===== src/rtl/idct8_stream.sv =====
// idct8_stream: serial 1-D 8-point inverse DCT.
// Eight coefficients X[0..7] enter one per beat. Four even and four odd MACs
// build the partial sums. A double-buffered output stage then emits
// x[0..7] through a sum/difference butterfly. The butterfly output is
// rounded, scaled and saturated to OUT_WIDTH bits.
module idct8_stream #(
   parameter int DATA_WIDTH = 10,
   parameter int COEF_WIDTH = 13,
   parameter int COEF_FRAC  = 12,
   parameter int OUT_WIDTH  = 9
) (
   input  logic                         clk,
   input  logic                         rst,
   input  logic signed [DATA_WIDTH-1:0] in_data,
   input  logic                         in_valid,
   output logic                         in_ready,
   output logic signed [OUT_WIDTH-1:0]  out_data,
   output logic                         out_valid,
   input  logic                         out_ready,
   output logic                         out_last
);

   localparam int ACC = DATA_WIDTH + COEF_WIDTH + 3;
   localparam int SW  = ACC + 1;
   localparam logic signed [SW-1:0] RND  = SW'(2 ** (COEF_FRAC - 1));
   localparam logic signed [SW-1:0] MAXV = SW'(2 ** (OUT_WIDTH - 1) - 1);
   localparam logic signed [SW-1:0] MINV = SW'(-(2 ** (OUT_WIDTH - 1)));

   logic [2:0]            kIdx;      // index of the next coefficient to accept
   logic [2:0]            nIdx;      // index of the sample being presented
   logic                  bufFull;
   logic signed [ACC-1:0] accE [4];
   logic signed [ACC-1:0] accO [4];
   logic signed [ACC-1:0] bufE [4];
   logic signed [ACC-1:0] bufO [4];
   logic signed [ACC-1:0] prod [4];
   logic                  inAccept;
   logic                  outXfer;
   logic [1:0]            pair;
   logic signed [SW-1:0]  sumV;
   logic signed [SW-1:0]  scaled;

   // Cosine ROM entry M[n][k] = round(2^12 * C(k)/2 * cos((2n+1)k*pi/16)).
   // The angle index (2n+1)k is folded mod 32 into the first quadrant.
   // The sign is tracked while folding.
   function automatic logic signed [COEF_WIDTH-1:0] romCoef(input logic [1:0] n,
                                                            input logic [2:0] k);
      logic [4:0] m;
      logic       neg;
      int         mag;
      m   = 5'({n, 1'b1}) * 5'(k);
      neg = 1'b0;
      if (m > 5'd16) m = 5'd0 - m;
      if (m > 5'd8) begin
         neg = 1'b1;
         m   = 5'd16 - m;
      end
      case (m)
         5'd1:    mag = 2009;
         5'd2:    mag = 1892;
         5'd3:    mag = 1703;
         5'd4:    mag = 1448;
         5'd5:    mag = 1138;
         5'd6:    mag = 784;
         5'd7:    mag = 400;
         default: mag = 0;
      endcase
      if (k == 3'd0) mag = 1448;
      return COEF_WIDTH'(neg ? -mag : mag);
   endfunction

   // Handshake rules:
   // - Input side: a beat is taken when in_valid & in_ready.
   // - Output side: a sample moves when out_valid & out_ready.
   // - While out_valid is high and out_ready is low, out_data, out_valid and
   //   out_last hold their values.
   // - Beat 7 can only load the output buffer in two cases: the buffer is
   //   empty, or x7 of the previous block leaves in the same cycle.
   assign inAccept  = in_valid & in_ready;
   assign outXfer   = out_valid & out_ready;
   assign out_valid = bufFull;
   assign out_last  = bufFull & (nIdx == 3'd7);
   assign in_ready  = (kIdx != 3'd7) | ~bufFull | (outXfer & out_last);

   // Products of the current coefficient with the four ROM rows for this k
   always_comb begin
      for (int n = 0; n < 4; n++) begin
         prod[n] = ACC'(romCoef(2'(n), kIdx)) * ACC'(in_data);
      end
   end

   // Beat/sample counters and buffer occupancy; a block load wins over a drain
   always_ff @(posedge clk) begin
      if (rst) begin
         kIdx    <= 3'd0;
         nIdx    <= 3'd0;
         bufFull <= 1'b0;
      end else begin
         if (inAccept) kIdx <= kIdx + 3'd1;
         if (inAccept && kIdx == 3'd7) begin
            bufFull <= 1'b1;
            nIdx    <= 3'd0;
         end else if (outXfer) begin
            nIdx <= nIdx + 3'd1;
            if (out_last) bufFull <= 1'b0;
         end
      end
   end

   // Even/odd MAC accumulation; the block's last beat also snapshots the sums
   always_ff @(posedge clk) begin
      if (inAccept) begin
         for (int n = 0; n < 4; n++) begin
            if (!kIdx[0]) accE[n] <= (kIdx == 3'd0) ? prod[n] : accE[n] + prod[n];
            else          accO[n] <= (kIdx == 3'd1) ? prod[n] : accO[n] + prod[n];
         end
         if (kIdx == 3'd7) begin
            for (int n = 0; n < 4; n++) begin
               bufE[n] <= accE[n];
               bufO[n] <= accO[n] + prod[n];
            end
         end
      end
   end

   // Output butterfly: x[n] = e+o for n<4, x[7-n] = e-o; round, shift, saturate
   always_comb begin
      pair     = nIdx[2] ? ~nIdx[1:0] : nIdx[1:0];
      sumV     = nIdx[2] ? SW'(bufE[pair]) - SW'(bufO[pair])
                         : SW'(bufE[pair]) + SW'(bufO[pair]);
      scaled   = (sumV + RND) >>> COEF_FRAC;
      out_data = '0;
      if (bufFull) begin
         if (scaled > MAXV)      out_data = MAXV[OUT_WIDTH-1:0];
         else if (scaled < MINV) out_data = MINV[OUT_WIDTH-1:0];
         else                    out_data = scaled[OUT_WIDTH-1:0];
      end
   end

endmodule


===== config.mk =====
export PLATFORM = sky130hd
export DESIGN_NAME = idct8_stream
export DESIGN_NICKNAME = d
export VERILOG_FILES = /design/src/rtl/idct8_stream.sv
export SDC_FILE = /design/constraint.sdc
export NUM_CORES = 2
export LEC_CHECK = 0
export ABC_AREA = 0
export CORE_MARGIN = 2
export CORE_UTILIZATION = 60
export CTS_CLUSTER_SIZE = 24
export DETAILED_ROUTE_END_ITERATION = 7
export PLACE_DENSITY = 0.91
export SKIP_CTS_REPAIR_TIMING = 1
export SYNTH_ARGS = -nofsm -noshare
export SYNTH_HDL_FRONTEND = slang
export SYNTH_SLANG_ARGS = --single-unit

===== constraint.sdc =====
create_clock -name clk -period 11 [get_ports clk]
set_clock_uncertainty 0.05 [all_clocks]
set_input_delay 2.2 -clock clk [delete_from_list [all_inputs] [get_ports clk]]
set_output_delay 2.2 -clock clk [all_outputs]
set_load 0.03 [all_outputs]

==> results.tsv <==
metric	value	unit
status	finished with violations	
failing checks	DRC	
I/O pin count	26	
Post-Place Cells	5990	
htree depth	2	
Post-synth top flop	edfxtp_1	
Crit path largest cell delay	0.54	ns
top cell family by delay on the critical path	adder cells	
DRT iter0 DRCs	4377	
Die Ht	285	um
Finished Layout Cells	6102	
first-pass GRT wire length	206000	um
DRC viols	2	
FMAX	0.0928	GHz
area delta synth->final	10.1	%
most common cell after layout, fill and taps aside	inv_1	
Final period util	97.9	%
synth unique cells	101	
Least-Margin Pin Slew	1.15	ns
Seq/Total Area, Yosys	26.6	%
max-cap violations	0	
Post-Syn Area	47500	sq um
gr usage total	32.0	%
Initial Utilization	60.4	%
clk slew on worst S/H paths	0.06	ns
RSZ-0062 raised after global routing	yes	
Final GP Congestion	0.960	
HPWL Detailed	100000	um
via count	38800	
Register Area	12600	sq um
Async SR Flop Fraction	0	%
Worst Hold Class	reg -> reg	
die area	81400	sq um
First-pass DRT Iterations	8	
CP Launch Type	register	
max-slew violations	0	
Mapped Nets	5821	
number of synthesized register bits	423	
Die Span X	285	um
Rel. slew slack	21.4	%
GRT overflow	0	
CTS tree	done	
IO Port Bufs	25	
Synth Warn #	0	
CP Class	reg -> reg	
final-layout fill cell count	5411	
Detail Route Antenna Nets	0	
Crit. End Element	register	
Critical-path top delay cell	fa_1	
top cell type's share of synthesized area	26.3	%
Post-synth EDFFs	416	
Synth Instances	4895	
final hold violation count	0	
Arrival @ worst endpoint	11.03	ns
Clock Path Buffers	3	
Util after Layout	66.5	%
DR vias/cell	6.35	
routed length per instance	21.9	um
Core Rows	103	
area of the core	78600	sq um
fin crit period	10.77	ns
Final nets	5942	
worst-path maximum fanout	15	
CTS buffer count	44	
initial antenna violation count	4	
Worst EP required	11.26	ns
vias in the first global route	39700	
Detailed Route WL	134000	um
Worst-Skew Late Latency	0.58	ns
CTS sink cnt	423	
layout cells sized above 1	10.7	%
Root Buffer	clkbuf_16	
most used cell, CP	fa_1	
Yosys top cell by area	edfxtp_1	
final setup fails	0	
Buf/Inv on CP	6	
Mean Syn Cell Area	9.69	sq um
largest net degree at the start of global routing	84	
multi-input logic area	32700	sq um
top area cells in the synthesized netlist	edfxtp_1 26%, fa_1 18%, ha_1 13%, inv_1 5.0%, nand2_1 4.7%	
commonest non-fill, non-tap cells in the layout	636 x inv_1, 586 x nand2_1, 467 x ha_1	
==> final timing paths <==
check,start,to,slack [ns],depth (start not counted)
max,kIdx[2]$_SDFFE_PP0P_,accE[2][22]$_DFFE_PP_,0.23,42
max reg2reg,kIdx[2]$_SDFFE_PP0P_,accE[2][22]$_DFFE_PP_,0.23,42
min,accE[2][17]$_DFFE_PP_,bufE[2][17]$_DFFE_PP_,0.41,0
min reg2reg,accE[2][17]$_DFFE_PP_,bufE[2][17]$_DFFE_PP_,0.41,0
==> routing by layer <==
layer,share of wire (%),vias up,GRT usage [%]
li1,-,16900,-
met1,35,18700,38.3
met2,48,2533,54.5
met3,12,626,7.11
met4,5.6,2,16.2
met5,0.014,-,0
==> per-stage QoR <==
step	hold slack, ns	instance area, sq um	TNS [ns]	setup WS, ns
CTS	0.407	51200	-1.04	-0.231
global placement	0.387	49800	0	0.137
finish	0.407	52300	0	0.230
global route	0.414	52300	-1.42	-0.215
floorplan	0.383	47500	0	0.00541
detailed placement	0.393	49800	-0.677	-0.170
==> flip-flops by register name (all words and copies together) (netlist names) <==
register / count
bufE: 104
accE: 104
nIdx: 3
out_valid: 1
kIdx: 3
accO: 104
bufO: 104
==> area by class of cell <==
cell class | count | area share, %
multi-input combinational | 3689 | 62.6
sequential | 423 | 24.2
inverter | 641 | 4.61
timing repair buffer | 217 | 3.36
tap | 1050 | 2.51
clock buffer | 47 | 2.13
clock inverter | 33 | 0.632
antenna | 2 | 0.00958
==> cell families after synthesis <==
logic type	synth area share [%]
DFF	26.6
adders and majority gates	30.8
and+or+nand+nor	14.5
buffers and inverters	6.30
muxes	3.90
xor gates and xnor gates	6.42
AOI/OAI and AO/OA	11.5
==> Yosys cell counts, drive strengths merged, types with 21 or more instances <==
library cell,instances
fa,427
nor3,78
xnor2,245
inv,639
and3,40
nand2,592
mux4,60
nor2b,51
xor2,102
nand3,67
edfxtp,416
and2,202
buf,29
or3,36
o21bai,48
a21o,75
a211oi,28
nand2b,40
a21oi,289
mux2,31
a31oi,21
o21ai,206
o21a,27
ha,485
nor2,294
clkbuf,113
Power is left out: the tool's default activity adds up to more than one toggle a clock period on the data nets, which glitch-free logic cannot reach.
